File: config.mk
export PLATFORM = sky130hd
export DESIGN_NAME = fwd_scoreboard
export DESIGN_NICKNAME = d
export VERILOG_FILES = /design/src/rtl/fwd_pkg.sv /design/src/rtl/fwd_scoreboard_prio_sel.sv /design/src/rtl/fwd_scoreboard.sv
export SDC_FILE = /design/constraint.sdc
export NUM_CORES = 1
export LEC_CHECK = 0
export CORE_MARGIN = 2
export CORE_UTILIZATION = 52
export CTS_CLUSTER_DIAMETER = 150
export DETAILED_ROUTE_END_ITERATION = 8
export PLACE_DENSITY_LB_ADDON = 0.15
export SLEW_MARGIN = 0
export SYNTH_ARGS = -nofsm -noshare
export SYNTH_HDL_FRONTEND = slang
export SYNTH_SLANG_ARGS = --single-unit
File: constraint.sdc
create_clock -name clk -period 3 [get_ports clk]
set_input_delay 0.9 -clock clk [delete_from_list [all_inputs] [get_ports clk]]
set_output_delay 0.9 -clock clk [all_outputs]
set_load 0.005 [all_outputs]
File: src/rtl/fwd_pkg.sv
// fwd_pkg: shared types and helpers for the EXE-stage operand bypass and
// hazard controller (fwd_scoreboard and fwd_prio_sel).
//   sel_w(num_fwd) : width of a per-operand forward select (0 = register file)
//   lat_w(max_lat) : width of the long-latency issue latency field
//   fwd_sel_t      : forward select for the default two-stage bypass
//   sb_entry_t     : one scoreboard entry {valid, dst, cnt}
//   FWD_SEL_RF     : select value meaning "read the register file"
package fwd_pkg;

    localparam int FWD_SEL_RF  = 0;
    // Scoreboard countdown width; fixed so the entry struct is shareable.
    // Holds any MAX_LAT up to 255.
    localparam int SB_CNT_W    = 8;
    localparam int DEF_NUM_FWD = 2;

    function automatic int sel_w(input int num_fwd);
        return $clog2(num_fwd + 1);
    endfunction

    function automatic int lat_w(input int max_lat);
        return $clog2(max_lat + 1);
    endfunction

    typedef logic [sel_w(DEF_NUM_FWD)-1:0] fwd_sel_t;

    typedef struct packed {
        logic                valid;
        logic [4:0]          dst;
        logic [SB_CNT_W-1:0] cnt;
    } sb_entry_t;

endpackage

File: src/rtl/fwd_scoreboard_prio_sel.sv
// fwd_prio_sel: bypass priority selector for one source operand.
// Picks the youngest (lowest-numbered) bypass stage writing the operand's
// register and flags a load-use hazard when that stage has no data yet.
//   i_src_reg      source register number
//   i_src_used     operand is actually read
//   i_stg_wr       per-stage register-file write enable
//   i_stg_dst      per-stage destination register (5 bits each)
//   i_stg_data_ok  per-stage result available this cycle
//   o_fwd_sel      0 = register file, k = stage k
//   o_not_ok       selected stage cannot supply data this cycle
module fwd_prio_sel
    import fwd_pkg::*;
#(
    parameter int NUM_FWD = 2,
    parameter int SEL_W   = sel_w(NUM_FWD)
) (
    input  logic [4:0]           i_src_reg,
    input  logic                 i_src_used,
    input  logic [NUM_FWD-1:0]   i_stg_wr,
    input  logic [NUM_FWD*5-1:0] i_stg_dst,
    input  logic [NUM_FWD-1:0]   i_stg_data_ok,
    output logic [SEL_W-1:0]     o_fwd_sel,
    output logic                 o_not_ok
);

    always_comb begin
        // NOTE: outputs take a default before any branch so no path leaves
        // them unassigned; this is what keeps the block free of latches.
        o_fwd_sel = SEL_W'(FWD_SEL_RF);
        o_not_ok  = 1'b0;
        // r0 is never forwarded; a nonzero source also rules out a dst of 0.
        if (i_src_used && (i_src_reg != 5'd0)) begin
            // Scan oldest to youngest so a younger match overrides an older one.
            for (int k = NUM_FWD - 1; k >= 0; k--) begin
                if (i_stg_wr[k] && (i_stg_dst[5*k +: 5] == i_src_reg)) begin
                    o_fwd_sel = SEL_W'(k + 1);
                    o_not_ok  = !i_stg_data_ok[k];
                end
            end
        end
    end

endmodule

File: src/rtl/fwd_scoreboard.sv
// fwd_scoreboard: operand bypass select and hazard controller for EXE.
// Forwards each source operand from the youngest in-flight producer and
// tracks long-latency writes in a small countdown scoreboard; stall covers
// load-use and long-latency RAW hazards.
// Optional feature macro: FWD_STALL_CNT_EN (saturating stall-cycle counter).
// Ports:
//   clk, rst                  clock, synchronous active-high reset
//   src_reg, src_used         source operands (5 bits each) and read flags
//   stg_wr, stg_dst           bypass stage write enables / destinations
//   stg_data_ok               stage result available this cycle
//   issue_valid/_ready        long-latency issue handshake
//   issue_dst, issue_lat      long-latency destination and latency
//   flush                     drop all pending scoreboard entries
//   fwd_sel                   per-operand select (0 = register file)
//   stall                     EXE must hold
//   sb_busy                   any scoreboard entry valid
//   stall_cnt                 stall-cycle counter (0 unless enabled)
module fwd_scoreboard
    import fwd_pkg::*;
#(
    parameter int NUM_SRC  = 2,
    parameter int NUM_FWD  = 2,
    parameter int SB_DEPTH = 4,
    parameter int MAX_LAT  = 8
) (
    input  logic                               clk,
    input  logic                               rst,
    input  logic [NUM_SRC*5-1:0]               src_reg,
    input  logic [NUM_SRC-1:0]                 src_used,
    input  logic [NUM_FWD-1:0]                 stg_wr,
    input  logic [NUM_FWD*5-1:0]               stg_dst,
    input  logic [NUM_FWD-1:0]                 stg_data_ok,
    input  logic                               issue_valid,
    output logic                               issue_ready,
    input  logic [4:0]                         issue_dst,
    input  logic [lat_w(MAX_LAT)-1:0]          issue_lat,
    input  logic                               flush,
    output logic [NUM_SRC*sel_w(NUM_FWD)-1:0]  fwd_sel,
    output logic                               stall,
    output logic                               sb_busy,
    output logic [31:0]                        stall_cnt
);

    localparam int SEL_W = sel_w(NUM_FWD);
    localparam int LAT_W = lat_w(MAX_LAT);

    sb_entry_t             r_sb [SB_DEPTH];
    logic [NUM_SRC-1:0]    w_not_ok;
    logic [SB_DEPTH-1:0]   w_valid;
    logic [SB_DEPTH-1:0]   w_alloc_oh;
    logic [SB_CNT_W-1:0]   w_issue_cnt;
    logic                  w_accept;
    logic                  w_raw;

    // Forward selection, one priority selector per operand.
    for (genvar g = 0; g < NUM_SRC; g++) begin : g_src
        fwd_prio_sel #(
            .NUM_FWD (NUM_FWD),
            .SEL_W   (SEL_W)
        ) u_sel (
            .i_src_reg     (src_reg[5*g +: 5]),
            .i_src_used    (src_used[g]),
            .i_stg_wr      (stg_wr),
            .i_stg_dst     (stg_dst),
            .i_stg_data_ok (stg_data_ok),
            .o_fwd_sel     (fwd_sel[SEL_W*g +: SEL_W]),
            .o_not_ok      (w_not_ok[g])
        );
    end

    for (genvar e = 0; e < SB_DEPTH; e++) begin : g_valid
        assign w_valid[e] = r_sb[e].valid;
    end

    // Free slots come from registered valids only, so an entry expiring
    // this cycle is not handed out again until the following cycle.
    assign issue_ready = ~&w_valid;
    assign sb_busy     = |w_valid;

    always_comb begin
        logic found;
        found      = 1'b0;
        w_alloc_oh = '0;
        for (int e = 0; e < SB_DEPTH; e++) begin
            if (!w_valid[e] && !found) begin
                w_alloc_oh[e] = 1'b1;
                found         = 1'b1;
            end
        end
    end

    // A latency of 0 would never be seen by a consumer; treat it as 1.
    always_comb begin
        if (issue_lat == '0)
            w_issue_cnt = SB_CNT_W'(1);
        else if (issue_lat > LAT_W'(MAX_LAT))
            w_issue_cnt = SB_CNT_W'(MAX_LAT);
        else
            w_issue_cnt = SB_CNT_W'(issue_lat);
    end

    // Writes to r0 are accepted but need no tracking; flush drops the issue.
    assign w_accept = issue_valid && issue_ready && !flush && (issue_dst != 5'd0);

    always_ff @(posedge clk) begin
        for (int e = 0; e < SB_DEPTH; e++) begin
            // NOTE: only the valid bits are reset; dst and cnt are ignored
            // while an entry is invalid and are rewritten on allocation.
            if (rst || flush) begin
                // NOTE: non-blocking assignments so every entry updates from
                // the same pre-edge state regardless of loop order.
                r_sb[e].valid <= 1'b0;
            end else if (w_accept && w_alloc_oh[e]) begin
                r_sb[e] <= '{valid: 1'b1, dst: issue_dst, cnt: w_issue_cnt};
            end else if (r_sb[e].valid) begin
                r_sb[e].cnt <= r_sb[e].cnt - SB_CNT_W'(1);
                if (r_sb[e].cnt == SB_CNT_W'(1))
                    r_sb[e].valid <= 1'b0;
            end
        end
    end

    // Long-latency RAW: any valid entry (duplicates included) targeting a
    // used nonzero source holds EXE until every such entry has expired.
    always_comb begin
        w_raw = 1'b0;
        for (int i = 0; i < NUM_SRC; i++) begin
            for (int e = 0; e < SB_DEPTH; e++) begin
                if (src_used[i] && (src_reg[5*i +: 5] != 5'd0) &&
                    r_sb[e].valid && (r_sb[e].dst == src_reg[5*i +: 5]))
                    w_raw = 1'b1;
            end
        end
    end

    assign stall = w_raw || (|w_not_ok);

`ifdef FWD_STALL_CNT_EN
    logic [31:0] r_stall_cnt;

    // Survives flush; saturates instead of wrapping.
    always_ff @(posedge clk) begin
        if (rst)
            r_stall_cnt <= '0;
        else if (stall && (r_stall_cnt != 32'hFFFF_FFFF))
            r_stall_cnt <= r_stall_cnt + 32'd1;
    end

    assign stall_cnt = r_stall_cnt;
`else
    assign stall_cnt = '0;
`endif

endmodule
Word level (Yosys, flattened, before mapping)
Memory sizes are Yosys's and may differ from the RTL's.
Cells that the tools add are included.
{"block": "totals", "regBits": 0, "latch_bits": 0, "mem_bits_rw": 56, "rom_bits": 0, "output_inout_bits": 39, "word_cells": 174, "memories": 1}
{"memory": "r_sb", "depth": 4, "width": 14, "rd": 4, "rd_clocked_by_memory_dff": 0, "write_ports": 4, "line": "fwd_scoreboard.sv:47", "text": "sb_entry_t r_sb [SB_DEPTH];"}
{"block": "op_classes", "n_addsub": 4, "mul": 0, "div_mod_pow": 0, "n_lt_le_gt_ge": 1, "eq_ne": 16, "shifts": 0, "muxes": 90, "n_bitwise": 12, "reduce_logical": 50}
{"cell": "2-to-1 mux 1 bit", "n": 78}
{"cell": "equality test 5 bit", "n": 12}
{"cell": "equality test 8 x 1 -> 1 bit (second input constant)", "n": 4}
{"cell": "logical AND 1 bit", "n": 32}
{"cell": "2-to-1 mux 8 bit", "n": 4}
{"cell": "subtractor 8 x 1 -> 8 bit (second input constant)", "n": 4}
{"cell": "nonzero test 5 bit", "n": 3}
{"cell": "2-to-1 mux 2 bit", "n": 6}
{"cell": "bitwise OR 1 bit", "n": 12}
{"cell": "zero test 1 bit", "n": 9}
{"cell": "2-to-1 mux 4 bit", "n": 2}
{"cell": "> comparator 4 bit (second input constant)", "n": 1}
{"cell": "zero test 4 bit", "n": 1}
{"cell": "AND reduction 4 bit", "n": 1}
{"cell": "OR reduction 4 bit", "n": 1}
{"cell": "logical OR 1 bit", "n": 2}
{"cell": "OR reduction 2 bit", "n": 1}

Logic depth before layout (Yosys ltp)
An unclocked memory read counts as a cell.
{"block": "logic_depth", "ltp_word": 16, "mapped_depth": 7, "depth_no_buf": 6}

By module
From an unflattened synthesis, not the netlist that was laid out.
{"block": "hier_totals", "cells_unflattened": 371, "hier_area_um2": 3818.7}
{"module": "fwd_scoreboard", "instances": 1, "cells_each": 329, "area_per_inst_um2": 3500.9, "seq_area_each_um2": 1681.6}
{"module": "fwd_prio_sel", "instances": 2, "cells_each": 21, "area_per_inst_um2": 158.9, "seq_area_each_um2": 0.0}

Least setup slack after synthesis
OpenSTA, ideal clock, no wires.
{"block": "synth_timing", "path_type": "input -> output", "from": "input src_reg[2]", "to": "output stall", "arrival_time_ps": 2048, "required_ps": 2100, "setup_slack_ps": 52, "cell_stages": 6, "cell_sequence": "buf_4 > or4_4 > o21ai_2 > nor3b_2 > o21bai_2 > o2111ai_1"}
{"block": "synth_between", "elab_chain_cells": 13, "word_cells_on_any_way": 31, "cone_classes": "eq/ne (6); mux (11); reduce/logical (14)"}
{"item": "start, declared", "line": "fwd_scoreboard.sv:28", "text": "input logic [NUM_SRC*5-1:0] src_reg,"}
{"item": "nonzero test 5 bit", "line": "fwd_scoreboard_prio_sel.sv:32, fwd_scoreboard.sv:129"}
{"item": "logical AND 1 bit", "line": "fwd_scoreboard_prio_sel.sv:32, fwd_scoreboard.sv:129"}
{"item": "logical AND 1 bit", "line": "fwd_scoreboard.sv:129", "text": "if (src_used[i] && (src_reg[5*i +: 5] != 5'd0) &&"}
{"item": "logical AND 1 bit", "line": "fwd_scoreboard.sv:130", "text": "r_sb[e].valid && (r_sb[e].dst == src_reg[5*i +: 5]))"}
{"item": "2-to-1 mux 1 bit (8 in series)", "line": "fwd_scoreboard.sv:129"}
{"item": "logical OR 1 bit *", "line": "fwd_scoreboard.sv:136", "text": "assign stall = w_raw || (|w_not_ok);"}
{"item": "end, declared", "line": "fwd_scoreboard.sv:39", "text": "output logic stall,"}
Every way passes the cells marked *; elsewhere a longest branch is shown, timed or not.

Final worst setup path
{"block": "layout_timing", "from": "input src_reg[4]", "to": "output stall"}
Same word-level chain as after synthesis.

==> out/results.tsv <==
stage	metric	value	unit
placement	numPortBuffers	45	
floorplan	rows	31	
worst_hold_path	holdCritStartpoint	r_sb[3][7]$_SDFFCE_PN0P_	
sta	rsz0062_at_grt	yes	
power_and_ir_drop	p_comb_share	18.2	%
clock_tree	clock_latency	0.30	ns
grt	grt_usage	20.83	%
synthesis	synthesis.area	3807	sq um
synthesis	ys_types	46	
route	drt-total-wl	8123	microns
critical_path	arrival	2.38	ns
layout	reg_top3	r_sb (56)	
synthesis	synth_largest_area_cell	edfxtp_1	
power_and_ir_drop	seqPwrFrac	57.4	%
sta	slew_headroom	45.74	%
power_and_ir_drop	clockPowerShare	24.4	%
layout	syn_to_final_growth	25.83	%
layout	final_common_cell	edfxtp_1	
floorplan	dieWidth	89.57	microns
flow_run	max_cap_violations	0	
layout	top_register	r_sb	
layout	stdcell_area	4791	sq um
clock_tree	clkTransAtPathRegs	0.09	ns
critical_path	cp-start-kind	input port	
critical_path	worstPathMaxFanout	3	
critical_path	end_kind	primary output	
critical_path	worstPathRequired	2.10	ns
route	num_vias	2754	
layout	nFillCells	564	
run_status	violations	setup timing	
critical_path	crit_path_max_incr_delay	0.18	ns
floorplan	initial_core_util	53.06	%
synthesis	synth_warnings	0	
sta	post-route-period-util	109.2	%
synthesis	synth-seq-cells	56	
clock_tree	cts_tree	yes	
sta	min_period	3.276	ns
worst_hold_path	hold_class	reg2reg	
power_and_ir_drop	ir_drop	265.4	uV
synthesis	ys_top_cells_by_area	edfxtp_1 44%, xor2_1 13%, buf_4 6.7%	
critical_path	critPathKind	in2out	
power_and_ir_drop	power.density	323.0	nW/um^2
placement	hpwl	5863	microns
clock_tree	cts_root_buf	clkbuf_8	
grt	antenna_found_initial	0	
grt	gr-total-overflow	0	
floorplan	io_pins	78	
layout	n_antenna_cell	0	
grt	grt_max_degree	16	
placement	placed_cell_area	4453	sq um
layout	largest_reg_flops	56	
synthesis	syn_avg_cell_area	10.55	sq um
sta	tightestPinTransition	0.8139	ns
route	firstDrtPassIters	4	
power_and_ir_drop	leakagePower	1.850	nW
sta	hold_viol_final	0	
grt	grt_pass1_wl	12510	microns
layout	drive_above_1_share	24.83	%
sta	layout_setup_ws	-0.2756	ns
sta	drv_slew	0	
critical_path	critPathSlowestCell	nor2_2	
grt	grt_pass1_vias	2723	
floorplan	design.die.area	8023	sq um
route	viasPerCell	5.044	
route	drc	0	
layout	final_cell_mix	56 x edfxtp_1, 54 x xor2_1, 40 x buf_4	
route	drt-initial-drc-count	89	
clock_tree	cts_buffers	5	
power_and_ir_drop	internal_power	1.179	mW
placement	routabilityCongestion	0.7869	
clock_tree	h-tree-depth	2	
layout	fin_nets	494	
synthesis	syn_inst	361	
critical_path	crit_chain	buf_8, buf_6, buf_6, xor2_1, nor4_1, nand3_1, nor2_2, buf_4, nor2_4, o2111ai_2, buf_2	
clock_tree	cts_buffer_depth	2	
synthesis	synth-edff-count	56	
run_status	outcome	finished, violations left	
critical_path	critPathMostFrequentCell	buf_6	
floorplan	fp.dieH	89.57	microns
power_and_ir_drop	p_sw	0.3683	mW
sta	setup_violations	4	
clock_tree	cts.sinks	56	
power_and_ir_drop	power	1.547	mW
synthesis	synth_top_area_share	44.17	%
synthesis	ys.flop_type	edfxtp_1	
sta	max_freq	305.3	MHz
sta	worst_clock_skew	0.003859	ns
power_and_ir_drop	switching_share	23.80	%
critical_path	crit_start	src_reg[4]	
floorplan	core-area	7176	sq um
critical_path	r2r-start	r_sb[2][13]$_SDFFCE_PN0P_	
route	ant_nets	0	
synthesis	ys_seq_area_share	44.17	%
route	post_drt_wl_per_cell	14.88	microns
synthesis	async_reset_ff_share	0	%
area by class of cell:
| class | count | area (sq um) | area share [%] |
|---|---|---|---|
| multi-input cells | 277 | 1982 | 41.37 |
| flip-flops and latches | 56 | 1682 | 35.10 |
| repair buffers | 97 | 888.4 | 18.54 |
| well taps | 99 | 123.9 | 2.586 |
| clock buffers | 6 | 72.57 | 1.515 |
| inverters | 10 | 37.54 | 0.7835 |
| clock inverters | 1 | 5.005 | 0.1045 |
kinds of logic (layout without fill, tap and decap cells):
group,count (synthesis),after routing,share of synthesized area (%)
simple gates,118,118,17.12
xor+xnor,83,83,19.09
buf+inv,59,114,10.19
flops,56,56,44.17
compound gates,31,31,5.390
fa+ha+maj,8,8,2.629
mux,5,5,1.315
other cells,1,32,0.09849
per-stage QoR:
step                      TNS [ns]  setup slack, ns  utilization, %  std cells  hold slack (ns)
after floorplan                  0          0.05221               -        392           0.5696
after global placement      -4.627          -0.9442           62.06        526           0.5904
after detailed placement    -5.243          -0.9648           62.06        526           0.6125
after CTS                  -0.5864          -0.2368           66.94        551           0.6363
after global routing       -0.8306          -0.3508           66.77        546           0.6738
final                      -0.4528          -0.2756           66.77        546           0.6316
power groups by stage:
stage	logic, mW	registers, mW	clock network [mW]
2_1_floorplan	0.166	0.901	0
3_3_place_gp	0.245	0.905	0
3_5_place_dp	0.249	0.906	0
4_1_cts	0.278	0.888	0.391
5_1_grt	0.308	0.891	0.419
6_report	0.281	0.889	0.378
path summary, 6_finish.rpt:
path	to	slack (ns)	cells after the start
max	stall	-0.28	11
min	r_sb[3][7]$_SDFFCE_PN0P_	0.63	2
max reg2reg	r_sb[1][1]$_DFFE_PP_	0.76	5
min reg2reg	r_sb[3][7]$_SDFFCE_PN0P_	0.63	2
Yosys cell counts (4+ instances only):
library cell  number
xnor2_1           27
nor3_1            10
xor2_1            56
o21ai_2            4
nand2_1           23
edfxtp_1          56
mux2i_1            5
buf_2              7
buf_4             34
o21ai_0           11
nor2_1            31
nor4_1            17
nand3_1            8
nand2b_1           6
ha_1               8
a21oi_1            5
or4_1              4
buf_6              4
inv_1             10
per-layer routing:
metal,track usage (%),vias up,part of all wire [%]
met1,23.63,1305,40
met3,3.565,14,4.3
met4,6.784,0,2.0
met2,39.37,76,53
met5,0,-,0
li1,-,1359,-
repair_timing:
action / in CTS / in global routing
resized for setup: 113 / 38
pin swaps: 33 / 24
endpoints found under the setup margin: 5 / 5
cloned: 0 / 0
hold buffers: 0 / 0
buffers inserted: 18 / 3
hold endpoints to repair: 0 / 0
critical path, delay by kind of cell:
| kind | cells | cell delay (ns) |
|---|---|---|
| buffers and inverters | 5 | 0.62 |
| and+or+nand+nor | 4 | 0.55 |
| AOI/OAI and AO/OA | 1 | 0.17 |
| xor gates and xnor gates | 1 | 0.14 |
Power figures use the tool's default switching activity.
